**config.mk**
```make
export PLATFORM = sky130hd
export DESIGN_NAME = pattern_scan_ctrl_flat
export DESIGN_NICKNAME = d
export VERILOG_FILES = /design/src/rtl/pattern_scan_ctrl_if.sv /design/src/rtl/pattern_scan_ctrl.sv /design/src/flat_wrapper.sv
export SDC_FILE = /design/constraint.sdc
export NUM_CORES = 1
export LEC_CHECK = 0
export CORE_ASPECT_RATIO = 0.9
export CORE_MARGIN = 4
export CORE_UTILIZATION = 40
export CTS_CLUSTER_SIZE = 24
export DETAILED_ROUTE_END_ITERATION = 8
export PLACE_DENSITY = 0.75
export SETUP_SLACK_MARGIN = 0.1
export SLEW_MARGIN = 20
export SYNTH_ARGS = -nofsm -noshare
export SYNTH_HDL_FRONTEND = slang
export SYNTH_SLANG_ARGS = --single-unit
```
**constraint.sdc**
```tcl
create_clock -name clk -period 2.3 [get_ports clk]
set_input_delay 0.23 -clock clk [delete_from_list [all_inputs] [get_ports clk]]
set_output_delay 0.23 -clock clk [all_outputs]
set_load 0.01 [all_outputs]
```
**src/rtl/pattern_scan_ctrl_if.sv**
```systemverilog
// Handshake/config bundle between a byte source, the scan controller and its
// consumer. The master drives configuration, control and upstream bytes; the
// slave (the controller) returns the handshake and match status.
interface pattern_scan_ctrl_if #(
  parameter int DATA_W  = 8,
  parameter int PAT_MAX = 8,
  parameter int CNT_W   = 8,
  parameter int LEN_W   = $clog2(PAT_MAX + 1)
);
  logic                cfg_we;
  logic [PAT_MAX-1:0]  cfg_pattern;
  logic [LEN_W-1:0]    cfg_len;
  logic [CNT_W-1:0]    cfg_thresh;
  logic                start;
  logic                stop;
  logic                in_valid;
  logic [DATA_W-1:0]   in_data;
  logic                in_ready;
  logic                busy;
  logic                match_pulse;
  logic [CNT_W-1:0]    match_count;
  logic                thresh_hit;
  logic                cfg_err;

  modport master (
    output cfg_we, cfg_pattern, cfg_len, cfg_thresh, start, stop, in_valid, in_data,
    input  in_ready, busy, match_pulse, match_count, thresh_hit, cfg_err
  );

  modport slave (
    input  cfg_we, cfg_pattern, cfg_len, cfg_thresh, start, stop, in_valid, in_data,
    output in_ready, busy, match_pulse, match_count, thresh_hit, cfg_err
  );
endinterface

```
**src/rtl/pattern_scan_ctrl.sv**
```systemverilog
// Runtime-programmable bit-pattern scanner. Bytes are accepted one at a time,
// serialised MSB-first into a history register, and every shift is compared
// against the low len bits of the programmed pattern. Overlapping matches are
// counted; reaching a non-zero threshold ends the scan.
module pattern_scan_ctrl #(
  parameter int DATA_W  = 8,
  parameter int PAT_MAX = 8,
  parameter int CNT_W   = 8
) (
  input  logic                clk,
  input  logic                reset,
  pattern_scan_ctrl_if.slave  bus
);
  localparam int LEN_W = $clog2(PAT_MAX + 1);
  localparam int BL_W  = $clog2(DATA_W + 1);

  typedef enum logic [1:0] {ST_IDLE, ST_SCAN, ST_DONE} state_t;

  state_t              state_q, state_d;
  logic [PAT_MAX-1:0]  pat_q, pat_d;
  logic [LEN_W-1:0]    len_q, len_d;
  logic [CNT_W-1:0]    thresh_q, thresh_d;
  logic [PAT_MAX-1:0]  hist_q, hist_d;
  logic [LEN_W-1:0]    bits_seen_q, bits_seen_d;
  logic [BL_W-1:0]     bits_left_q, bits_left_d;
  logic [DATA_W-1:0]   buf_q, buf_d;
  logic                match_pulse_q, match_pulse_d;
  logic [CNT_W-1:0]    match_count_q, match_count_d;
  logic                thresh_hit_q, thresh_hit_d;
  logic                cfg_err_q, cfg_err_d;

  logic                shift_en, accept, cfg_take, start_req, len_valid;
  logic [PAT_MAX-1:0]  hist_shift, len_mask;
  logic [LEN_W-1:0]    seen_shift;
  logic [CNT_W-1:0]    count_inc;
  logic                match, thresh_reached;

  // Mask selecting the low len_q bits of history and pattern.
  for (genvar gi = 0; gi < PAT_MAX; gi++) begin : g_mask
    assign len_mask[gi] = (LEN_W'(gi) < len_q);
  end

  // A stop in SCAN pre-empts both shifting and accepting on that edge.
  assign shift_en   = (state_q == ST_SCAN) && !bus.stop && (bits_left_q != '0);
  assign accept     = (state_q == ST_SCAN) && !bus.stop && (bits_left_q == '0) && bus.in_valid;
  assign cfg_take   = (state_q != ST_SCAN) && bus.cfg_we;
  assign start_req  = (state_q != ST_SCAN) && !bus.cfg_we && bus.start && !bus.stop;
  assign len_valid  = (len_q != '0) && (len_q <= LEN_W'(PAT_MAX));

  assign hist_shift = {hist_q[PAT_MAX-2:0], buf_q[DATA_W-1]};
  assign seen_shift = (bits_seen_q == LEN_W'(PAT_MAX)) ? bits_seen_q : bits_seen_q + LEN_W'(1);
  assign match      = shift_en && (((hist_shift ^ pat_q) & len_mask) == '0) && (seen_shift >= len_q);
  assign count_inc  = (match_count_q == '1) ? match_count_q : match_count_q + CNT_W'(1);
  assign thresh_reached = match && (thresh_q != '0) && (count_inc == thresh_q);

  // State register.
  always_ff @(posedge clk) begin
    if (reset) state_q <= ST_IDLE;
    else       state_q <= state_d;
  end

  // Next-state: stop aborts a scan, threshold ends it, config/start act outside it.
  always_comb begin
    state_d = state_q;
    case (state_q)
      ST_SCAN: begin
        if (bus.stop)           state_d = ST_IDLE;
        else if (thresh_reached) state_d = ST_DONE;
      end
      default: begin
        if (bus.cfg_we)                   state_d = ST_IDLE;
        else if (start_req && len_valid)  state_d = ST_SCAN;
      end
    endcase
  end

  // State-decoded outputs; in_ready depends only on registers.
  always_comb begin
    bus.busy     = (state_q == ST_SCAN);
    bus.in_ready = (state_q == ST_SCAN) && (bits_left_q == '0);
  end

  // Datapath next values: config latch, scan clear, byte load and bit shift.
  always_comb begin
    pat_d         = pat_q;
    len_d         = len_q;
    thresh_d      = thresh_q;
    hist_d        = hist_q;
    bits_seen_d   = bits_seen_q;
    bits_left_d   = bits_left_q;
    buf_d         = buf_q;
    match_pulse_d = match;
    match_count_d = match_count_q;
    thresh_hit_d  = thresh_hit_q;
    cfg_err_d     = cfg_err_q;
    if (cfg_take) begin
      pat_d     = bus.cfg_pattern;
      len_d     = bus.cfg_len;
      thresh_d  = bus.cfg_thresh;
      cfg_err_d = 1'b0;
    end
    if (start_req) begin
      if (len_valid) begin
        hist_d        = '0;
        bits_seen_d   = '0;
        bits_left_d   = '0;
        match_count_d = '0;
        thresh_hit_d  = 1'b0;
      end else begin
        cfg_err_d = 1'b1;
      end
    end
    if (state_q == ST_SCAN) begin
      if (bus.stop) begin
        bits_left_d = '0;
      end else if (shift_en) begin
        buf_d       = {buf_q[DATA_W-2:0], 1'b0};
        bits_left_d = bits_left_q - BL_W'(1);
        hist_d      = hist_shift;
        bits_seen_d = seen_shift;
        if (match) match_count_d = count_inc;
        if (thresh_reached) begin
          thresh_hit_d = 1'b1;
          bits_left_d  = '0;
        end
      end else if (accept) begin
        buf_d       = bus.in_data;
        bits_left_d = BL_W'(DATA_W);
      end
    end
  end

  // Datapath registers.
  always_ff @(posedge clk) begin
    if (reset) begin
      pat_q         <= '0;
      len_q         <= '0;
      thresh_q      <= '0;
      hist_q        <= '0;
      bits_seen_q   <= '0;
      bits_left_q   <= '0;
      buf_q         <= '0;
      match_pulse_q <= 1'b0;
      match_count_q <= '0;
      thresh_hit_q  <= 1'b0;
      cfg_err_q     <= 1'b0;
    end else begin
      pat_q         <= pat_d;
      len_q         <= len_d;
      thresh_q      <= thresh_d;
      hist_q        <= hist_d;
      bits_seen_q   <= bits_seen_d;
      bits_left_q   <= bits_left_d;
      buf_q         <= buf_d;
      match_pulse_q <= match_pulse_d;
      match_count_q <= match_count_d;
      thresh_hit_q  <= thresh_hit_d;
      cfg_err_q     <= cfg_err_d;
    end
  end

  assign bus.match_pulse = match_pulse_q;
  assign bus.match_count = match_count_q;
  assign bus.thresh_hit  = thresh_hit_q;
  assign bus.cfg_err     = cfg_err_q;
endmodule

```
**src/flat_wrapper.sv**
```systemverilog
// flat-port wrapper written by rule: the top's interface ports become plain ports
module pattern_scan_ctrl_flat 
#(
  parameter int DATA_W  = 8,
  parameter int PAT_MAX = 8,
  parameter int CNT_W   = 8
)
  (clk, reset, bus_cfg_we, bus_cfg_pattern, bus_cfg_len, bus_cfg_thresh, bus_start, bus_stop, bus_in_valid, bus_in_data, bus_in_ready, bus_busy, bus_match_pulse, bus_match_count, bus_thresh_hit, bus_cfg_err);
  pattern_scan_ctrl_if #(.DATA_W(DATA_W), .PAT_MAX(PAT_MAX), .CNT_W(CNT_W)) bus_i ();
  input  logic clk;
  input  logic reset;
  input wire logic [$bits(bus_i.cfg_we)-1:0] bus_cfg_we;
  input wire logic [$bits(bus_i.cfg_pattern)-1:0] bus_cfg_pattern;
  input wire logic [$bits(bus_i.cfg_len)-1:0] bus_cfg_len;
  input wire logic [$bits(bus_i.cfg_thresh)-1:0] bus_cfg_thresh;
  input wire logic [$bits(bus_i.start)-1:0] bus_start;
  input wire logic [$bits(bus_i.stop)-1:0] bus_stop;
  input wire logic [$bits(bus_i.in_valid)-1:0] bus_in_valid;
  input wire logic [$bits(bus_i.in_data)-1:0] bus_in_data;
  output wire logic [$bits(bus_i.in_ready)-1:0] bus_in_ready;
  output wire logic [$bits(bus_i.busy)-1:0] bus_busy;
  output wire logic [$bits(bus_i.match_pulse)-1:0] bus_match_pulse;
  output wire logic [$bits(bus_i.match_count)-1:0] bus_match_count;
  output wire logic [$bits(bus_i.thresh_hit)-1:0] bus_thresh_hit;
  output wire logic [$bits(bus_i.cfg_err)-1:0] bus_cfg_err;
  assign bus_i.cfg_we = bus_cfg_we;
  assign bus_i.cfg_pattern = bus_cfg_pattern;
  assign bus_i.cfg_len = bus_cfg_len;
  assign bus_i.cfg_thresh = bus_cfg_thresh;
  assign bus_i.start = bus_start;
  assign bus_i.stop = bus_stop;
  assign bus_i.in_valid = bus_in_valid;
  assign bus_i.in_data = bus_in_data;
  assign bus_in_ready = bus_i.in_ready;
  assign bus_busy = bus_i.busy;
  assign bus_match_pulse = bus_i.match_pulse;
  assign bus_match_count = bus_i.match_count;
  assign bus_thresh_hit = bus_i.thresh_hit;
  assign bus_cfg_err = bus_i.cfg_err;
  pattern_scan_ctrl #(.DATA_W(DATA_W), .PAT_MAX(PAT_MAX), .CNT_W(CNT_W)) u_core (.clk(clk), .reset(reset), .bus(bus_i));
endmodule
```
### Word level (Yosys, flattened, before mapping)

Cells that the tools add are included.

* add/sub/neg operators: 3
* magnitude comparators: 10
* equal/unequal tests: 6
* muxes and demuxes: 41
* bitwise gates (word level): 3
* reductions and logical operators: 26

Operator list (count)
* $mux W8: 14
* $mux W4: 13
* $lt A3 B4 Y1 const A: 4
* $logic_and A1 B1 Y1: 15
* $mux W2: 5
* $mux W1: 9
* $add A8 B1 Y8 const B: 1
* $and A8 B8 Y8: 1
* $eq A8 B8 Y1: 1
* $eq A8 B8 Y1 const B: 1
* $logic_not A8 Y1: 1
* $lt A1 B4 Y1 const A: 2
* $lt A2 B4 Y1 const A: 2
* $reduce_bool A4 Y1: 2
* $reduce_bool A8 Y1: 1
* $xor A8 B8 Y8: 1
* $add A4 B1 Y4 const B: 1
* $eq A4 B4 Y1 const B: 1
* $ge A4 B4 Y1: 1
* $le A4 B4 Y1 const B: 1
* $logic_not A4 Y1: 1
* $sub A4 B1 Y4 const B: 1
* $ne A3 B2 Y1 const B: 1
* $reduce_and A3 Y1: 1
* 7 further kinds: 8

* bits in registers: 57
* input bits: 34

### Logic depth before layout (Yosys ltp)

Gate-level depths: netlist of the first run.

* depth after elaboration: 11
* depth in mapped cells: 13

### Worst setup path before layout of the first run

OpenSTA, ideal clock, no wires.

* path type: register to register
* start: register u_core.bits_seen_q[0]
* end: register u_core.state_q[0]
* arrival: 2.158 ns
* data required time: 2.197 ns
* setup slack: 0.038 ns
* cell stages (with the launch flop): 13
* period minus slack after synthesis: 2.262 ns
* path through: dfxtp_1 -> inv_1 -> ha_1 -> nand3b_1 -> xnor2_1 -> ha_1 -> o21ai_0 -> a21oi_1 -> o22ai_1 -> and2b_4 -> nand4_2 -> nand2b_1 -> a2111oi_2

* word-level cells in the longest chain between the ends: 8
* elaborated cells between the ends (all ways): 9
* classes of those cells: 1 x add/sub; 1 x order compare; 2 x eq/ne; 1 x mux; 4 x reduce/logical

RTL lines
* from (decl): RTL line pattern_scan_ctrl.sv:24 `logic [LEN_W-1:0] bits_seen_q, bits_seen_d;`
* from (signal assigned): RTL line pattern_scan_ctrl.sv:152 `bits_seen_q <= bits_seen_d;`
* $add A4 B1 Y4 or $eq A4 B4 Y1 (tied branches): RTL line pattern_scan_ctrl.sv:51 `assign seen_shift = (bits_seen_q == LEN_W'(PAT_MAX)) ? bits_seen_q : bits_seen_q + LEN_W'(1);`
* $mux W4 *: RTL line pattern_scan_ctrl.sv:51
* $ge A4 B4 Y1 *: RTL line pattern_scan_ctrl.sv:52 `assign match = shift_en && (((hist_shift ^ pat_q) & len_mask) == '0) && (seen_shift >= len_q);`
* $logic_and A1 B1 Y1 *: RTL line pattern_scan_ctrl.sv:52
* $logic_and A1 B1 Y1 * (2 in a row): RTL line pattern_scan_ctrl.sv:54 `assign thresh_reached = match && (thresh_q != '0) && (count_inc == thresh_q);`
* $ne A3 B2 Y1 (no source line) *
* $reduce_and A2 Y1 (no source line) *
* to (signal assigned): RTL line pattern_scan_ctrl.sv:59 `else state_q <= state_d;`
* to (decl): RTL line pattern_scan_ctrl.sv:19 `state_t state_q, state_d;`

Every way passes the cells marked *; elsewhere a longest branch is shown, timed or not.
A chain may end at the register's enable or synchronous reset.

### Worst setup path in the final report of the first run

* start: register u_core.bits_seen_q[0]
* end: register u_core.match_count_q[5] (netlist: u_core.bus.match_count[5])

* word-level cells in the longest chain between the ends: 8
* elaborated cells between the ends (all ways): 9
* classes of those cells: 1 x add/sub; 1 x order compare; 1 x eq/ne; 5 x mux; 1 x reduce/logical

RTL lines
* $add A4 B1 Y4 or $eq A4 B4 Y1 (tied branches): RTL line pattern_scan_ctrl.sv:51
* $mux W4 *: RTL line pattern_scan_ctrl.sv:51
* $ge A4 B4 Y1 *: RTL line pattern_scan_ctrl.sv:52
* $logic_and A1 B1 Y1 *: RTL line pattern_scan_ctrl.sv:52
* $mux W8 *: RTL line pattern_scan_ctrl.sv:121 `if (match) match_count_d = count_inc;`
* $mux W8 *: RTL line pattern_scan_ctrl.sv:116 `end else if (shift_en) begin`
* $mux W8 *: RTL line pattern_scan_ctrl.sv:114 `if (bus.stop) begin`
* $mux W8 *: RTL line pattern_scan_ctrl.sv:113 `if (state_q == ST_SCAN) begin`
* to (signal assigned): RTL line pattern_scan_ctrl.sv:156 `match_count_q <= match_count_d;`
* to (decl): RTL line pattern_scan_ctrl.sv:28 `logic [CNT_W-1:0] match_count_q, match_count_d;`

Marks and branches as above.

==> results of run 1 <==
## through the flow
step	hold slack [ps]	cells	setup WS, ps	utilization (%)	cell area [µm²]
floorplan	324	389	81.3	-	3080
global placement	452	536	21.9	50.0	3750
detailed placement	461	536	-80.2	50.0	3750
CTS	459	549	117	52.8	3960
global route	460	552	-118	54.1	4060
finish	466	552	66.9	54.1	4060
## worst min-delay path, stage by stage
cell,delay [ps]
clkdlybuf4s50_1,390
nand2_1,60
a21oi_1,50
## cell families (layout without fill, tap and decap cells)
family | Yosys count | count (layout)
AOI/OAI and AO/OA | 91 | 91
xor gates and xnor gates | 22 | 22
adders and majority gates | 9 | 9
buffers and inverters | 43 | 110
DFF | 56 | 56
muxes | 6 | 6
and+or+nand+nor | 162 | 162
## sequential cells by signal (all words and copies together), names as in the netlist
name	count
u_core.bits_left_q	4
u_core.bits_seen_q	4
u_core.buf_q	8
u_core.bus.cfg_err	1
u_core.bus.match_count	8
u_core.bus.match_pulse	1
u_core.bus.thresh_hit	1
u_core.hist_q	7
u_core.len_q	4
u_core.pat_q	8
u_core.state_q	2
u_core.thresh_q	8
## power groups by stage
stage                     logic (W)  clock network (W)  registers (W)
final                      0.000222           0.000697        0.00101
after global routing       0.000246           0.000755        0.00102
after CTS                  0.000221           0.000716        0.00102
after detailed placement   0.000219                  0        0.00104
after global placement     0.000215                  0        0.00104
after floorplan            0.000122                  0        0.00103
## how the worst min path moves through the flow
stage                                             to                              from  slack (ps)  cells past startpoint
finish               u_core.thresh_q[0]$_SDFFE_PP0P_                 bus_cfg_thresh[0]         470                      3
global route         u_core.thresh_q[0]$_SDFFE_PP0P_                 bus_cfg_thresh[0]         460                      3
CTS                     u_core.len_q[3]$_SDFFE_PP0P_                    bus_cfg_len[3]         460                      3
detailed placement  u_core.bits_left_q[1]$_SDFF_PP0_  u_core.bits_left_q[1]$_SDFF_PP0_         460                      2
global placement    u_core.bits_left_q[1]$_SDFF_PP0_  u_core.bits_left_q[1]$_SDFF_PP0_         450                      2
floorplan             u_core.state_q[0]$_SDFFE_PP0P_                          bus_stop         320                      1
## routing by layer
metal	vias to the layer above	part of all wire, %	GRT usage (%)
li1	1476	-	-
met1	1362	41	20.2
met2	74	51	28.6
met3	14	5.9	3.69
met4	0	2.1	5.39
met5	-	0	0
## cell usage in the layout (no fill, tap or decap), types with 10 or more instances in the layout
cell             netlist  routed
xor2_1                12      12
dfxtp_1               56      52
nand2_1               61      61
nor2_1                40      38
clkdlybuf4s50_1        0      46
buf_4                  4      32
inv_1                 19      17
a21oi_1               47      45
nand3_1               17      17
xnor2_1               10      10
o22ai_1               11      10
## timing repair
item	CTS	global route
setup buffers	5	3
resized for setup	16	18
hold endpoints to repair	0	0
pin swaps	11	7
cloned	0	0
setup endpoints to repair	13	15
## cell type report
type / instances / area (µm²) / area share (%)
Clock buffer: 7 / 96.3 / 2.37
Clock inverter: 1 / 30.0 / 0.739
Inverter: 20 / 80.1 / 1.97
Multi-Input combinational cell: 290 / 1860 / 45.8
Sequential cell: 56 / 1130 / 27.8
Tap cell: 96 / 120 / 2.96
Timing Repair Buffer: 82 / 746 / 18.3
==> flow_metrics.py, run 1 <==
metrics = {
    "worst_setup_path": {
        "crit_type": "reg2reg",
        "path_delay_family": "simple AND/OR/NAND/NOR gates",
        "critPathMaxFanout": 4,
        "path_depth": 13,
        "startpoint": "u_core.bits_seen_q[0]$_SDFF_PP0_",
        "worstRegToRegCells": 13,
        "reg2reg_to": "u_core.bus.match_count[5]$_SDFF_PP0_",
        "path_buf_inv": 2,
        "crit_chain": "inv_4 > ha_4 > nand3b_1 > xnor2_1 > ha_1 > o21ai_1 > a21oi_1 > o22ai_1 > nand2b_4 > buf_4 > nor3_4 > mux2i_1 > nor2_1",
        "max_stage_delay_ps": 380,
        "worstPathRequired_ps": 2510,
        "worstSetupEndpoint": "u_core.bus.match_count[5]$_SDFF_PP0_",
        "cp-start-kind": "flop",
        "r2r-start": "u_core.bits_seen_q[0]$_SDFF_PP0_",
        "critPathCaptureType": "flop",
        "r2r_slack_ps": 70,
        "arrival_ps": 2440,
        "slowest_stage": "dfxtp_4",
    },
    "synthesis": {
        "synth_flop_cell": "dfxtp_1",
        "ys_seq_area_share_pct": 36.5,
        "synth-simple-area-share_pct": 26.9,
        "synth_top_family_by_area": "simple AND/OR/NAND/NOR gates",
        "yosys-top-cells-count": "nand2_1 (61), dfxtp_1 (56), a21oi_1 (47)",
        "synth_mux_area_share_pct": 1.99,
        "yosysMostFrequentCell": "nand2_1",
        "synth_area_leaders": "dfxtp_1 (36%), a21oi_1 (7.7%), nand2_1 (7.4%), nor2_1 (4.9%), ha_1 (3.7%)",
        "synth-xor-area-share_pct": 6.27,
        "synth.cell_area_um2": 3070,
        "synth_compound_area_share_pct": 18.4,
        "ys_seq_elements": 56,
        "yosys.area.top_type": "dfxtp_1",
        "synth_area_per_cell_um2": 7.90,
        "synth_edf_count": 0,
        "synth_nets": 432,
        "synthDistinctLibCells": 54,
        "synth_fa_ha_area_share_pct": 3.66,
        "synth_top_area_share_pct": 36.5,
        "ys_warn_count": 0,
        "synthCells": 389,
        "async_flop_share_pct": 0,
    },
    "placement": {
        "gp_congestion": 0.912,
        "port_buffers": 46,
        "dp_hpwl_um": 5450,
    },
    "die": {
        "boundaryPins": 47,
        "die_h_um": 91.2,
        "rows": 30,
        "start_util_pct": 40.9,
        "core_um2": 7510,
        "die-width_um": 100,
        "die_area_um2": 9150,
    },
    "clock_tree": {
        "cts_tree": "built",
        "cts_made_buffers": 5,
        "cts_root_buf": "clkbuf_8",
        "h-tree-depth": 2,
        "clk_path_buf_depth": 2,
        "cts.sinks": 56,
        "clk_pin_slew_worst_paths_ps": 100,
        "insertion_delay_ps": 310,
        "cts_hold_buf": 0,
    },
    "timing": {
        "worst_pin_slew_ps": 697,
        "finClkSkew_ps": 8.33,
        "rsz0062_at_grt": "true",
        "min_period_ps": 2230,
        "clock.fmax_mhz": 448,
        "fin_crit_sh_pct": 97.1,
        "totalNegativeSetupSlack_ps": 0,
        "slew_headroom_pct": 53.4,
        "slew_viol_final": 0,
        "hold_violations": 0,
        "setup_viol": 0,
    },
    "power": {
        "clkPwrFrac_pct": 36.0,
        "powerDensity_nw_per_um2": 475,
        "pwr-share-seq_pct": 52.5,
        "finalPower_w": 0.00193,
        "leakagePower_nw": 1.57,
        "power.internal_w": 0.00149,
        "p_switching_w": 0.000440,
        "peakVddDrop_v": 0.000248,
        "switching_share_pct": 22.8,
        "combinationalPowerShare_pct": 11.5,
    },
    "routing": {
        "drcViolationCount": 0,
        "drtAntennaViolNets": 0,
        "routedWlPerCell_um": 13.6,
        "routed_via_density": 5.30,
        "dr.pass1.iters": 4,
        "vias": 2926,
        "wirelength_um": 7490,
        "drt-initial-drc-count": 129,
    },
    "global_route": {
        "grt_max_degree": 36,
        "grt_pass1_wl_um": 12500,
        "antenna_found_initial": 0,
        "grt.total_usage_pct": 16.6,
        "grt-ovfl-total": 0,
        "grt_pass1_vias": 2790,
    },
    "worst_hold_path": {
        "min_path_type": "in2reg",
    },
    "cells_and_area": {
        "drive_gt1_share_pct": 18.6,
        "area_growth_pct": 32.2,
        "final_nets": 498,
        "diodes": 0,
        "num-fill-cells": 708,
    },
    "job": {
        "timing.max_cap.violations": 0,
    },
    "run_status": {
        "status": "finished, final reports clean",
    },
}
Power figures use the tool's default switching activity.
==> run 2, diff against run 1 <==
Settings changed: CORE_ASPECT_RATIO 0.9 to 1.75, CORE_MARGIN 4 to unset.
==> run 2 against run 1 <==
Against the previous run: register-to-register slack about the same; setup slack got worse by 8.7 ps; combinational power increased by 6%; design area increased by 3.3%; first-iteration DRC count increased by 8.5%; utilization increased by 1.7 points; power increased by 21%; maximum frequency decreased by 0.39%; wire length increased by 9.3%; clock skew increased by 3.6 ps; count of clock-buffer cells in the layout decreased by 2; critical path type unchanged.
==> flow_metrics.py, run 2 (synthesis gave the netlist of run 1 again) <==
metrics = {
    "run_status": {
        "status": "finished, final reports clean",
    },
    "power": {
        "powerDensity_nw_per_um2": 559,
        "power.internal_w": 0.00185,
        "combinationalPowerShare_pct": 10.1,
        "switching_share_pct": 21.3,
        "pwr-share-seq_pct": 43.2,
        "clkPwrFrac_pct": 46.7,
        "leakagePower_nw": 1.61,
        "peakVddDrop_v": 0.000443,
        "p_switching_w": 0.000500,
    },
    "global_route": {
        "grt_max_degree": 36,
        "grt_pass1_vias": 2908,
        "grt-ovfl-total": 0,
        "antenna_found_initial": 0,
        "grt_pass1_wl_um": 13000,
        "grt.total_usage_pct": 21.1,
    },
    "timing": {
        "fin_crit_sh_pct": 97.5,
        "slew_headroom_pct": 52.0,
        "whs_ps": 467,
        "worst_pin_slew_ps": 718,
        "rsz0062_at_grt": "true",
        "slew_viol_final": 0,
        "hold_violations": 0,
        "totalNegativeSetupSlack_ps": 0,
        "min_period_ps": 2240,
        "finClkSkew_ps": 12.0,
        "clock.fmax_mhz": 446,
        "setup_viol": 0,
    },
    "clock_tree": {
        "h-tree-depth": 2,
        "cts_made_buffers": 5,
        "cts_tree": "built",
        "cts_root_buf": "clkbuf_16",
        "insertion_delay_ps": 300,
        "cts.sinks": 56,
        "clk_pin_slew_worst_paths_ps": 70,
        "cts_hold_buf": 0,
        "clk_path_buf_depth": 2,
    },
    "worst_setup_path": {
        "reg2reg_to": "u_core.bus.match_count[0]$_SDFF_PP0_",
        "max_stage_delay_ps": 340,
        "r2r-start": "u_core.bits_seen_q[0]$_SDFF_PP0_",
        "arrival_ps": 2470,
        "r2r_slack_ps": 60,
        "worstPathRequired_ps": 2530,
        "slowest_stage": "dfxtp_2",
        "crit_chain": "inv_2 > ha_4 > nand3b_1 > xnor2_1 > ha_1 > o21ai_1 > a21oi_1 > o22ai_1 > nand2b_4 > nor2_4 > mux2_4 > nor2_1",
        "critPathCaptureType": "flop",
        "worstRegToRegCells": 12,
        "crit_type": "reg2reg",
        "critPathMaxFanout": 6,
        "cp-start-kind": "flop",
    },
    "routing": {
        "wirelength_um": 8190,
        "vias": 2990,
        "drtAntennaViolNets": 0,
        "dr.pass1.iters": 4,
        "drt-initial-drc-count": 140,
        "drcViolationCount": 0,
        "routedWlPerCell_um": 15.1,
        "routed_via_density": 5.52,
    },
    "worst_hold_path": {
        "hp-start": "u_core.pat_q[7]$_SDFFE_PP0P_",
        "min_path_type": "reg2reg",
        "holdPathEnd": "u_core.pat_q[7]$_SDFFE_PP0P_",
        "min_path_cells": 2,
    },
    "placement": {
        "port_buffers": 46,
        "gp_congestion": 0.855,
        "dp_hpwl_um": 5880,
        "dpl_cell_area_um2": 3750,
    },
    "cells_and_area": {
        "diodes": 0,
        "drive_gt1_share_pct": 21.4,
        "final_nets": 496,
        "num-fill-cells": 672,
        "area_growth_pct": 36.5,
        "layout_common_cells": "nand2_1 (60), dfxtp_1 (47), clkdlybuf4s50_1 (46), a21oi_1 (44), nor2_1 (37)",
        "final_common_cell": "nand2_1",
        "design_area_um2": 4200,
    },
    "die": {
        "rows": 42,
        "core_um2": 7510,
        "boundaryPins": 47,
        "die-width_um": 68.3,
        "die_area_um2": 8050,
        "die_h_um": 118,
        "start_util_pct": 40.9,
    },
    "job": {
        "timing.max_cap.violations": 0,
    },
}
## run 2: changes by cell type in the layout (fill, tap and decap cells not counted), sizes merged
| cell | previous run | this run |
|---|---|---|
| buf | 36 | 34 |
| bufinv | 1 | 3 |
| clkbuf | 7 | 5 |
## run 2: metrics by stage
| step | setup slack, ps | instances | utilization, % | power, W |
|---|---|---|---|---|
| floorplan | 81.3 | 389 | - | 0.00115 |
| detailed placement | -88.2 | 529 | 49.9 | 0.00126 |
| global route | -60.7 | 542 | 55.9 | 0.00241 |
| global placement | 37.0 | 529 | 49.9 | 0.00126 |
| finish | 58.2 | 542 | 55.9 | 0.00235 |
| CTS | 91.2 | 539 | 53.3 | 0.00235 |
## run 2: power by group through the flow
stage	Sequential, W	Combinational, W	Clock, W
floorplan	0.00103	0.000122	0
global placement	0.00104	0.000220	0
detailed placement	0.00104	0.000223	0
CTS	0.00101	0.000226	0.00111
global route	0.00102	0.000259	0.00114
finish	0.00101	0.000236	0.00110
## run 2: layer usage
metal  global-route usage, %  vias to the layer above  wire, µm
li1                        -                     1465         -
met5                       0                        -         0
met2                    37.4                       69      4710
met1                    21.7                     1437      2910
met3                    2.71                       19       234
met4                    13.9                        0       332
## run 2: worst max path at each step
| stage | end | slack (ps) | startpoint |
|---|---|---|---|
| finish | u_core.bus.match_count[0]$_SDFF_PP0_ | 60 | u_core.bits_seen_q[0]$_SDFF_PP0_ |
| global route | u_core.bits_left_q[2]$_SDFF_PP0_ | -60 | u_core.bits_seen_q[0]$_SDFF_PP0_ |
| CTS | u_core.bus.match_count[0]$_SDFF_PP0_ | 90 | u_core.bits_seen_q[0]$_SDFF_PP0_ |
| detailed placement | u_core.bus.match_count[0]$_SDFF_PP0_ | -90 | u_core.bits_seen_q[0]$_SDFF_PP0_ |
| global placement | u_core.state_q[0]$_SDFFE_PP0P_ | 40 | u_core.bits_seen_q[0]$_SDFF_PP0_ |
| floorplan | u_core.state_q[0]$_SDFFE_PP0P_ | 80 | u_core.bits_seen_q[0]$_SDFF_PP0_ |
## run 2: critical path: cells and delay by family, from the launching register on
kind | cells | cell delay [ps]
AOI/OAI and AO/OA | 3 | 280
xor gates and xnor gates | 1 | 160
adders and majority gates | 2 | 400
buffers and inverters | 1 | 70
DFF | 1 | 340
muxes | 1 | 310
and+or+nand+nor | 4 | 610
## run 2: layout make-up
type                    instances  area, µm²  share of cell area (%)
multi-input cells             290       1930                    46.0
inverters                      20       77.6                    1.85
flip-flops and latches         56       1130                    27.0
clock inverters                 3       90.1                    2.15
repair buffers                 80        731                    17.4
well taps                      88        110                    2.62
clock buffers                   5        125                    2.98
## run 2: repair_timing
action / CTS / global route
endpoints found under the setup margin: 11 / 15
gates resized for setup: 12 / 39
pin swaps: 3 / 9
setup buffers: 2 / 3
cloned: 0 / 0
==> run 3, diff against run 2 <==
Settings changed: CORE_ASPECT_RATIO 1.75 to 0.6, REMOVE_ABC_BUFFERS set to 1.
==> run 3 against run 2 <==
Against the previous run: the flow now finishes with violations (negative setup slack); count of clock-buffer cells in the layout increased by 1; sequential power about the same; utilization is 0.16 points higher; via count fell by 0.17%; final cell count up 3.9%; worst hold slack improved by 3.2 ps; global-route usage increased by 1.4 points; register-to-register slack lost 80 ps; non-clock buffer count up 5; setup slack got worse by 77 ps; die area is essentially flat; sequential share of layout area is 0.26 points higher.
==> flow_metrics.py, run 3 (synthesis gave the netlist of run 1 again) <==
metrics = {
    "run_status": {
        "violations": "negative setup slack",
        "status": "complete, but fails checks",
    },
    "timing": {
        "rsz0062_at_grt": "true",
        "min_period_ps": 2320,
        "worst_slack_ps": -18.3,
        "setup_viol": 2,
        "hold_violations": 0,
        "totalNegativeSetupSlack_ps": -21.4,
        "worst_pin_slew_ps": 562,
        "clock.fmax_mhz": 431,
        "finClkSkew_ps": 4.00,
        "slew_viol_final": 0,
        "slew_headroom_pct": 62.4,
        "fin_crit_sh_pct": 101,
    },
    "worst_setup_path": {
        "cp-start-kind": "flop",
        "critPathMaxFanout": 3,
        "arrival_ps": 2540,
        "worstPathRequired_ps": 2530,
        "critPathCaptureType": "flop",
        "crit_type": "reg2reg",
    },
    "die": {
        "die-width_um": 115,
        "core_um2": 7360,
        "rows": 24,
        "boundaryPins": 47,
        "die_h_um": 69.9,
        "start_util_pct": 41.8,
        "die_area_um2": 8050,
    },
    "routing": {
        "routed_via_density": 5.30,
        "drcViolationCount": 0,
        "drtAntennaViolNets": 0,
        "drt-initial-drc-count": 214,
        "dr.pass1.iters": 6,
        "wirelength_um": 8680,
        "routedWlPerCell_um": 15.4,
        "vias": 2985,
    },
    "clock_tree": {
        "cts.sinks": 56,
        "cts_root_buf": "clkbuf_16",
        "h-tree-depth": 2,
        "cts_made_buffers": 5,
        "clk_pin_slew_worst_paths_ps": 70,
        "insertion_delay_ps": 300,
        "cts_tree": "built",
        "clk_path_buf_depth": 2,
        "cts_hold_buf": 0,
    },
    "power": {
        "powerDensity_nw_per_um2": 515,
        "leakagePower_nw": 1.59,
        "peakVddDrop_v": 0.000285,
    },
    "cells_and_area": {
        "layout_common_cells": "nand2_1 (60), dfxtp_1 (53), clkdlybuf4s50_1 (46), a21oi_1 (44)",
        "area_growth_pct": 34.1,
        "drive_gt1_share_pct": 18.7,
        "final_common_cell": "nand2_1",
        "num-fill-cells": 658,
        "diodes": 0,
        "final_core_util_pct": 56.0,
        "final_nets": 501,
    },
    "global_route": {
        "antenna_found_initial": 0,
        "grt-ovfl-total": 0,
        "grt_pass1_vias": 2856,
        "grt.total_usage_pct": 22.6,
        "grt_pass1_wl_um": 14000,
        "grt_max_degree": 38,
    },
    "placement": {
        "gp_congestion": 0.931,
        "dp_hpwl_um": 6120,
        "port_buffers": 46,
    },
    "worst_hold_path": {
        "min_path_type": "reg2reg",
    },
    "job": {
        "timing.max_cap.violations": 0,
    },
}
-- run 3: changes by cell type in the layout (fill, tap and decap cells not counted), sizes merged --
cell and change:
buf +5, bufinv -2, clkbuf +1, clkinv +1
-- run 3: path summary, 6_finish.rpt --
kind                                                  startpoint                               end  slack [ps]  depth (start not counted)
worst min-delay path                u_core.pat_q[2]$_SDFFE_PP0P_      u_core.pat_q[2]$_SDFFE_PP0P_         470                          2
worst max-delay path            u_core.bits_seen_q[0]$_SDFF_PP0_  u_core.bits_left_q[2]$_SDFF_PP0_         -20                         12
worst min register to register      u_core.pat_q[2]$_SDFFE_PP0P_      u_core.pat_q[2]$_SDFFE_PP0P_         470                          2
worst max register to register  u_core.bits_seen_q[0]$_SDFF_PP0_  u_core.bits_left_q[2]$_SDFF_PP0_         -20                         12
-- run 3: cell type report --
type | instances | area [µm²] | area share, %
Multi-Input combinational cell | 290 | 1860 | 45.1
Sequential cell | 56 | 1120 | 27.3
Timing Repair Buffer | 85 | 766 | 18.6
Tap cell | 104 | 130 | 3.16
Clock buffer | 6 | 129 | 3.13
Inverter | 20 | 77.6 | 1.88
Clock inverter | 2 | 35.0 | 0.850
-- run 3: critical path, cell delays in order, from the launching register on --
cell	delay (ps)
dfxtp_2	340
inv_2	70
ha_4	130
nand3b_1	150
xnor2_1	170
ha_1	310
o21ai_2	140
a21oi_2	60
o22ai_1	130
and2b_4	240
a41oi_4	250
a31oi_1	120
mux2i_1	150
-- run 3: where the power goes --
| group | internal, W | total [W] | switching (W) |
|---|---|---|---|
| Combinational | 0.000120 | 0.000234 | 0.000114 |
| Sequential | 0.000991 | 0.00102 | 0.0000274 |
| Clock | 0.000514 | 0.000872 | 0.000358 |
| Total | 0.00162 | 0.00212 | 0.000500 |
-- run 3: metal layers --
layer | up-vias | global-route usage [%] | share of wire, %
met1 | 1376 | 33.3 | 49
met4 | 0 | 6.20 | 1.6
met5 | - | 0 | 0
met2 | 115 | 31.9 | 42
met3 | 13 | 6.08 | 7.8
li1 | 1481 | - | -
-- run 3: metrics by stage --
step                      cells  instance area (µm²)  hold slack [ps]  total power [W]  setup WS (ps)
after global routing        563                 4120              483          0.00220           -133
final                       563                 4120              471          0.00212          -18.3
after floorplan             366                 2960              299          0.00114           6.33
after CTS                   564                 4080              469          0.00213           90.4
after detailed placement    543                 3760              458          0.00126           -104
after global placement      543                 3760              453          0.00126           3.45
-- run 3: what timing repair did --
action	in CTS	in global routing
resized for setup	16	11
setup endpoints to repair	14	16
pin swaps	11	10
setup buffers	13	2
